<file path="src/rtl/instr_mem_responder.sv">
// Instruction memory responder: single-port 16-bit word array with fixed
// request-to-response latency, stall while busy, and error reporting for
// unaligned or conflicting (rd+wr) requests.
module instr_mem_responder #(
    parameter int unsigned LATENCY = 2,
    parameter int unsigned AW      = 8
) (
    input  logic        clk,
    input  logic        rst,
    input  logic [15:0] addr,
    input  logic        rd,
    input  logic        wr,
    input  logic [15:0] data_in,
    output logic [15:0] data_out,
    output logic        done,
    output logic        stall,
    output logic        err
);

    localparam int unsigned DW    = 16;
    localparam int unsigned CW    = 4;
    localparam int unsigned DEPTH = 1 << AW;

    typedef enum logic [1:0] {
        IDLE = 2'd0,
        BUSY = 2'd1,
        DONE = 2'd2
    } state_t;

    state_t         state, state_n;
    logic [CW-1:0]  cnt, cnt_n;

    // Latched request, captured on the acceptance edge
    logic [AW:0]    req_addr, req_addr_n;
    logic           req_rd, req_rd_n;
    logic           req_wr, req_wr_n;
    logic [DW-1:0]  req_data, req_data_n;

    logic [DW-1:0]  data_out_n;
    logic           done_n, stall_n, err_n;

    // Request that completes on this edge (inputs when LATENCY=1, else latched)
    logic [AW:0]    src_addr;
    logic           src_rd, src_wr;
    logic [DW-1:0]  src_data;
    logic           finish;

    logic           mem_we;
    logic [AW-1:0]  mem_idx;
    logic [DW-1:0]  mem_wdata;
    logic [DW-1:0]  mem [DEPTH];

    // Address bits above the word index are intentionally ignored (wrap)
    logic           unused_addr_bits;
    assign unused_addr_bits = ^(addr >> (AW + 1));

    // Next-state, request latching, completion and registered-output values
    always_comb begin
        state_n    = state;
        cnt_n      = cnt;
        req_addr_n = req_addr;
        req_rd_n   = req_rd;
        req_wr_n   = req_wr;
        req_data_n = req_data;
        data_out_n = data_out;
        done_n     = 1'b0;
        stall_n    = 1'b0;
        err_n      = 1'b0;
        mem_we     = 1'b0;
        mem_idx    = '0;
        mem_wdata  = '0;
        src_addr   = req_addr;
        src_rd     = req_rd;
        src_wr     = req_wr;
        src_data   = req_data;
        finish     = 1'b0;

        unique case (state)
            IDLE, DONE: begin
                state_n = IDLE;
                if (rd || wr) begin
                    req_addr_n = addr[AW:0];
                    req_rd_n   = rd;
                    req_wr_n   = wr;
                    req_data_n = data_in;
                    if (LATENCY == 1) begin
                        finish   = 1'b1;
                        src_addr = addr[AW:0];
                        src_rd   = rd;
                        src_wr   = wr;
                        src_data = data_in;
                    end else begin
                        state_n = BUSY;
                        cnt_n   = CW'(LATENCY - 32'd2);
                        stall_n = 1'b1;
                    end
                end
            end
            BUSY: begin
                if (cnt == '0) begin
                    finish = 1'b1;
                end else begin
                    cnt_n   = cnt - CW'(1);
                    stall_n = 1'b1;
                end
            end
            default: state_n = IDLE;
        endcase

        if (finish) begin
            state_n = DONE;
            done_n  = 1'b1;
            err_n   = (src_rd && src_wr) || src_addr[0];
            if (src_rd && !src_wr) begin
                data_out_n = src_addr[0] ? DW'(0) : mem[src_addr[AW:1]];
            end
            if (src_wr && !err_n) begin
                mem_we    = 1'b1;
                mem_idx   = src_addr[AW:1];
                mem_wdata = src_data;
            end
        end
    end

    // State, counter, latched request and output registers
    always_ff @(posedge clk) begin
        if (rst) begin
            state    <= IDLE;
            cnt      <= '0;
            req_addr <= '0;
            req_rd   <= 1'b0;
            req_wr   <= 1'b0;
            req_data <= '0;
            data_out <= '0;
            done     <= 1'b0;
            stall    <= 1'b0;
            err      <= 1'b0;
        end else begin
            state    <= state_n;
            cnt      <= cnt_n;
            req_addr <= req_addr_n;
            req_rd   <= req_rd_n;
            req_wr   <= req_wr_n;
            req_data <= req_data_n;
            data_out <= data_out_n;
            done     <= done_n;
            stall    <= stall_n;
            err      <= err_n;
        end
    end

    // Memory array: not cleared by reset; a reset edge suppresses the commit
    always_ff @(posedge clk) begin
        if (mem_we && !rst) begin
            mem[mem_idx] <= mem_wdata;
        end
    end

endmodule

</file>
<file path="config.mk">
export PLATFORM = sky130hd
export DESIGN_NAME = instr_mem_responder
export DESIGN_NICKNAME = d
export VERILOG_FILES = /design/src/rtl/instr_mem_responder.sv
export SDC_FILE = /design/constraint.sdc
export NUM_CORES = 2
export LEC_CHECK = 0
export ABC_AREA = 1
export BUFFER_PORTS_ARGS = -buffer_cell sky130_fd_sc_hd__buf_2
export CORE_MARGIN = 1.5
export CORE_UTILIZATION = 25
export CTS_CLUSTER_SIZE = 8
export DETAILED_ROUTE_END_ITERATION = 6
export GPL_TIMING_DRIVEN = 1
export PLACE_DENSITY_LB_ADDON = 0.08
export REMOVE_ABC_BUFFERS = 1
export SYNTH_ARGS = -nofsm -noshare
export SYNTH_HDL_FRONTEND = slang
export SYNTH_SLANG_ARGS = --single-unit
</file>
<file path="constraint.sdc">
create_clock -name clk -period 10.7 [get_ports clk]
set_input_delay 2.14 -clock clk [delete_from_list [all_inputs] [get_ports clk]]
set_output_delay 2.14 -clock clk [all_outputs]
set_load 0.005 [all_outputs]
</file>
==> flow_metrics.py <==
metrics = {
    "clock_tree": {
        "cts.sinks": 4156,
        "htreeDepth": 6,
        "post_cts_resized": 0,
        "cts_hold_buffers": 0,
        "clkTransAtPathRegs_ns": 0.05,
        "cts_buffers": 593,
        "post_cts_buffers": 0,
        "root_buffer": "clkbuf_16",
        "cts_tree": "built",
        "clock_latency_ns": 1.08,
        "cts.path.max_buffers": 4,
    },
    "detailed_routing": {
        "drt-initial-drc-count": 8061,
        "wirelength_um": 603000,
        "num_vias": 106000,
        "drc_errors": 0,
        "routedWlPerCell_um": 26.2,
        "dr.pass1.iters": 6,
        "via_per_inst": 4.60,
        "ant_nets": 0,
    },
    "power": {
        "swShare": 0.262,
        "clkPwrFrac": 0.446,
        "peakVddDrop_uv": 158,
        "p_sw_mw": 10.2,
        "p_leak_nw": 63.9,
        "power.share.sequential": 0.456,
        "powerDensity_nw_per_um2": 201,
        "combinationalPowerShare": 0.098,
        "p_int_mw": 28.8,
    },
    "worst_setup_path": {
        "worstPathMaxFanout": 106,
        "cp.arrival_ns": 6.20,
        "worstSetupStartpointType": "register",
        "crit_required_ns": 11.67,
        "crit_type": "reg2reg",
        "r2r_cells": 14,
        "end_kind": "register",
    },
    "floorplanning": {
        "std_cell_rows": 299,
        "fp.coreArea_sq_um": 663000,
        "die_y_um": 819,
        "start_util": 0.251,
        "pin_count": 55,
        "dieArea_sq_um": 670000,
        "die_x_um": 819,
    },
    "timing": {
        "rsz0062_at_grt": "no",
        "fin_crit_sh": 0.488,
        "min_period_ns": 5.22,
        "final_max_slew_viol_count": 0,
        "holdWs_ns": 0.475,
        "slew_headroom": 0.108,
        "hold_viol": 0,
        "max_freq_ghz": 0.191,
        "worst_pin_slew_ns": 1.34,
        "finClkSkew_ns": 0.0842,
        "setup_violations": 0,
        "fin_tns_setup_ns": 0,
    },
    "synthesis": {
        "yosysTopAreaCell": "edfxtp_1",
        "synth_seq_cells": 4156,
        "syn-cell-area_sq_um": 166000,
        "synthTopCellsByArea": "edfxtp_1 (74%), nand3_1 (12%), nand2_1 (9.4%)",
        "synth_top_family_by_area": "simple AND/OR/NAND/NOR gates",
        "synth_cell_types": 27,
        "synth_compound_area_frac": 0.00223,
        "synthAdderAreaFrac": 0.0000752,
        "syn_avg_cell_area_sq_um": 12.0,
        "synth_ff_type": "edfxtp_1",
        "async_flop_share": 0,
        "synthMuxAreaShare": 0,
        "yosys.area_share.simple": 0.225,
        "seq_area_frac_synth": 0.747,
        "synth.most_common_cell": "nand2_1",
        "syn_inst": 13800,
        "synth_xor_area_frac": 0,
        "ys_warn_count": 0,
        "synth_common_cells": "nand2_1 (4144), edfxtp_1 (4096), nand3_1 (4082), buf_2 (443), clkbuf_1 (391)",
        "synth_edf_count": 4096,
        "synth_top_area_frac": 0.739,
    },
    "global_route": {
        "track_usage": 0.174,
        "grt_pass1_wl_um": 845000,
        "grt_busiest_layer": "met2",
        "met2_usage": 0.283,
        "grt_pass1_vias": 103000,
        "use_met3": 0.0209,
        "grt_max_degree": 142,
        "grt_overflow": 0,
        "grtUsageMet1": 0.252,
        "grt_antenna_before_repair": 28,
    },
    "final_layout": {
        "syn2layout_area_growth_pct": 16.9,
        "final_core_util": 0.293,
        "instances_no_fill": 23000,
        "drive_above_1_share": 0.0954,
        "fillCellCount": 68100,
        "nets": 14000,
    },
    "flow_run": {
        "maxCapViolCount": 0,
    },
    "place": {
        "hpwl_um": 329000,
        "port_buffers": 47,
        "placedCellCount": 22200,
        "place_congestion": 0.748,
    },
    "status": {
        "status": "finished clean",
    },
    "worst_hold_path": {
        "hold_class": "reg2reg",
        "hold_depth": 2,
    },
}
-- sequential cells by signal, summed over array words and instances, names as in the netlist, 2 cells and up, named ones only --
signal    cells
cnt           4
data_out     16
mem        4096
req_addr      9
req_data     16
state         2
-- final cells by class --
type	count	area, sq um	area share
clock inverter	52	1010	0.00518
multi-input combinational	8639	38400	0.198
inverter	65	282	0.00145
tap	8879	11100	0.0571
clock buffer	704	15400	0.0794
timing repair buffer	461	3870	0.0199
sequential	4156	124000	0.639
antenna	23	57.6	0.000296
-- power by group through the flow --
stage | combinational (mW) | clock [mW] | sequential, mW
2_1_floorplan | 4.53 | 0 | 18.4
3_3_place_gp | 3.90 | 0 | 18.1
3_5_place_dp | 3.89 | 0 | 18.1
4_1_cts | 3.90 | 17.9 | 17.8
5_1_grt | 4.19 | 18.5 | 17.8
6_report | 3.80 | 17.4 | 17.8
-- cell families after synthesis --
| kind of cell | count (synthesis) |
|---|---|
| AOI/OAI and AO/OA | 74 |
| adders and majority gates | 1 |
| buffers and inverters | 1016 |
| DFF | 4156 |
| and+or+nand+nor | 8564 |
-- layout by cell type, fill, tap and decap left out, types with 3 or more instances in the layout --
master	synthesis	layout
edfxtp_1	4096	4096
buf_4	13	372
nor3_2	3	4
nor2_2	3	162
clkbuf_1	391	102
dfxtp_1	60	53
clkbuf_16	0	602
diode_2	0	23
inv_8	0	4
inv_6	0	10
inv_16	0	16
clkinv_16	0	13
nor2_1	314	134
nor2_4	1	22
buf_2	443	47
nand2_2	4	4
nor3_1	6	4
buf_12	0	42
nand2_1	4144	4129
inv_1	57	53
dfxtp_4	0	6
o21ai_0	33	30
clkinv_1	1	3
inv_2	7	4
a21oi_1	40	40
clkinv_8	0	11
nand3_1	4082	4081
nand2_4	0	15
-- per-stage QoR --
stage               cell area, sq um  power (mW)  setup WS, ns
floorplan                     162000        22.9       -186.36
global placement              178000        22.0          4.88
detailed placement            178000        22.0          4.87
CTS                           194000        39.6          5.38
global route                  194000        40.5          5.18
finish                        194000        39.0          5.48
-- final timing paths --
path	start	to	slack (ns)
setup reg to reg	register	data_out[13]$_SDFFE_PP0P_	5.48
hold reg to reg	data_out[13]$_SDFFE_PP0P_	data_out[13]$_SDFFE_PP0P_	0.48
setup / recovery	register	data_out[13]$_SDFFE_PP0P_	5.48
hold / removal	data_out[13]$_SDFFE_PP0P_	data_out[13]$_SDFFE_PP0P_	0.48
-- routing by layer --
metal,share of wire,up-vias,wire (um)
li1,-,49400,-
met1,0.48,53500,288000
met5,0,-,0
met2,0.47,2024,281000
met4,0.020,0,12000
met3,0.037,651,22600
-- worst max-delay path, cell delays in order (launching register included) --
cell     delay (ns)
dfxtp_4        0.80
buf_12         0.58
buf_12         0.45
buf_4          0.66
buf_4          0.70
nand2_1        0.10
nand3_1        0.11
nand3_1        0.12
nand3_1        0.14
nand3_1        0.08
nand3_1        0.25
nand3_1        0.32
nand3_1        0.32
nand3_1        0.10
a21oi_1        0.15
(Power assumes the default switching activity.)
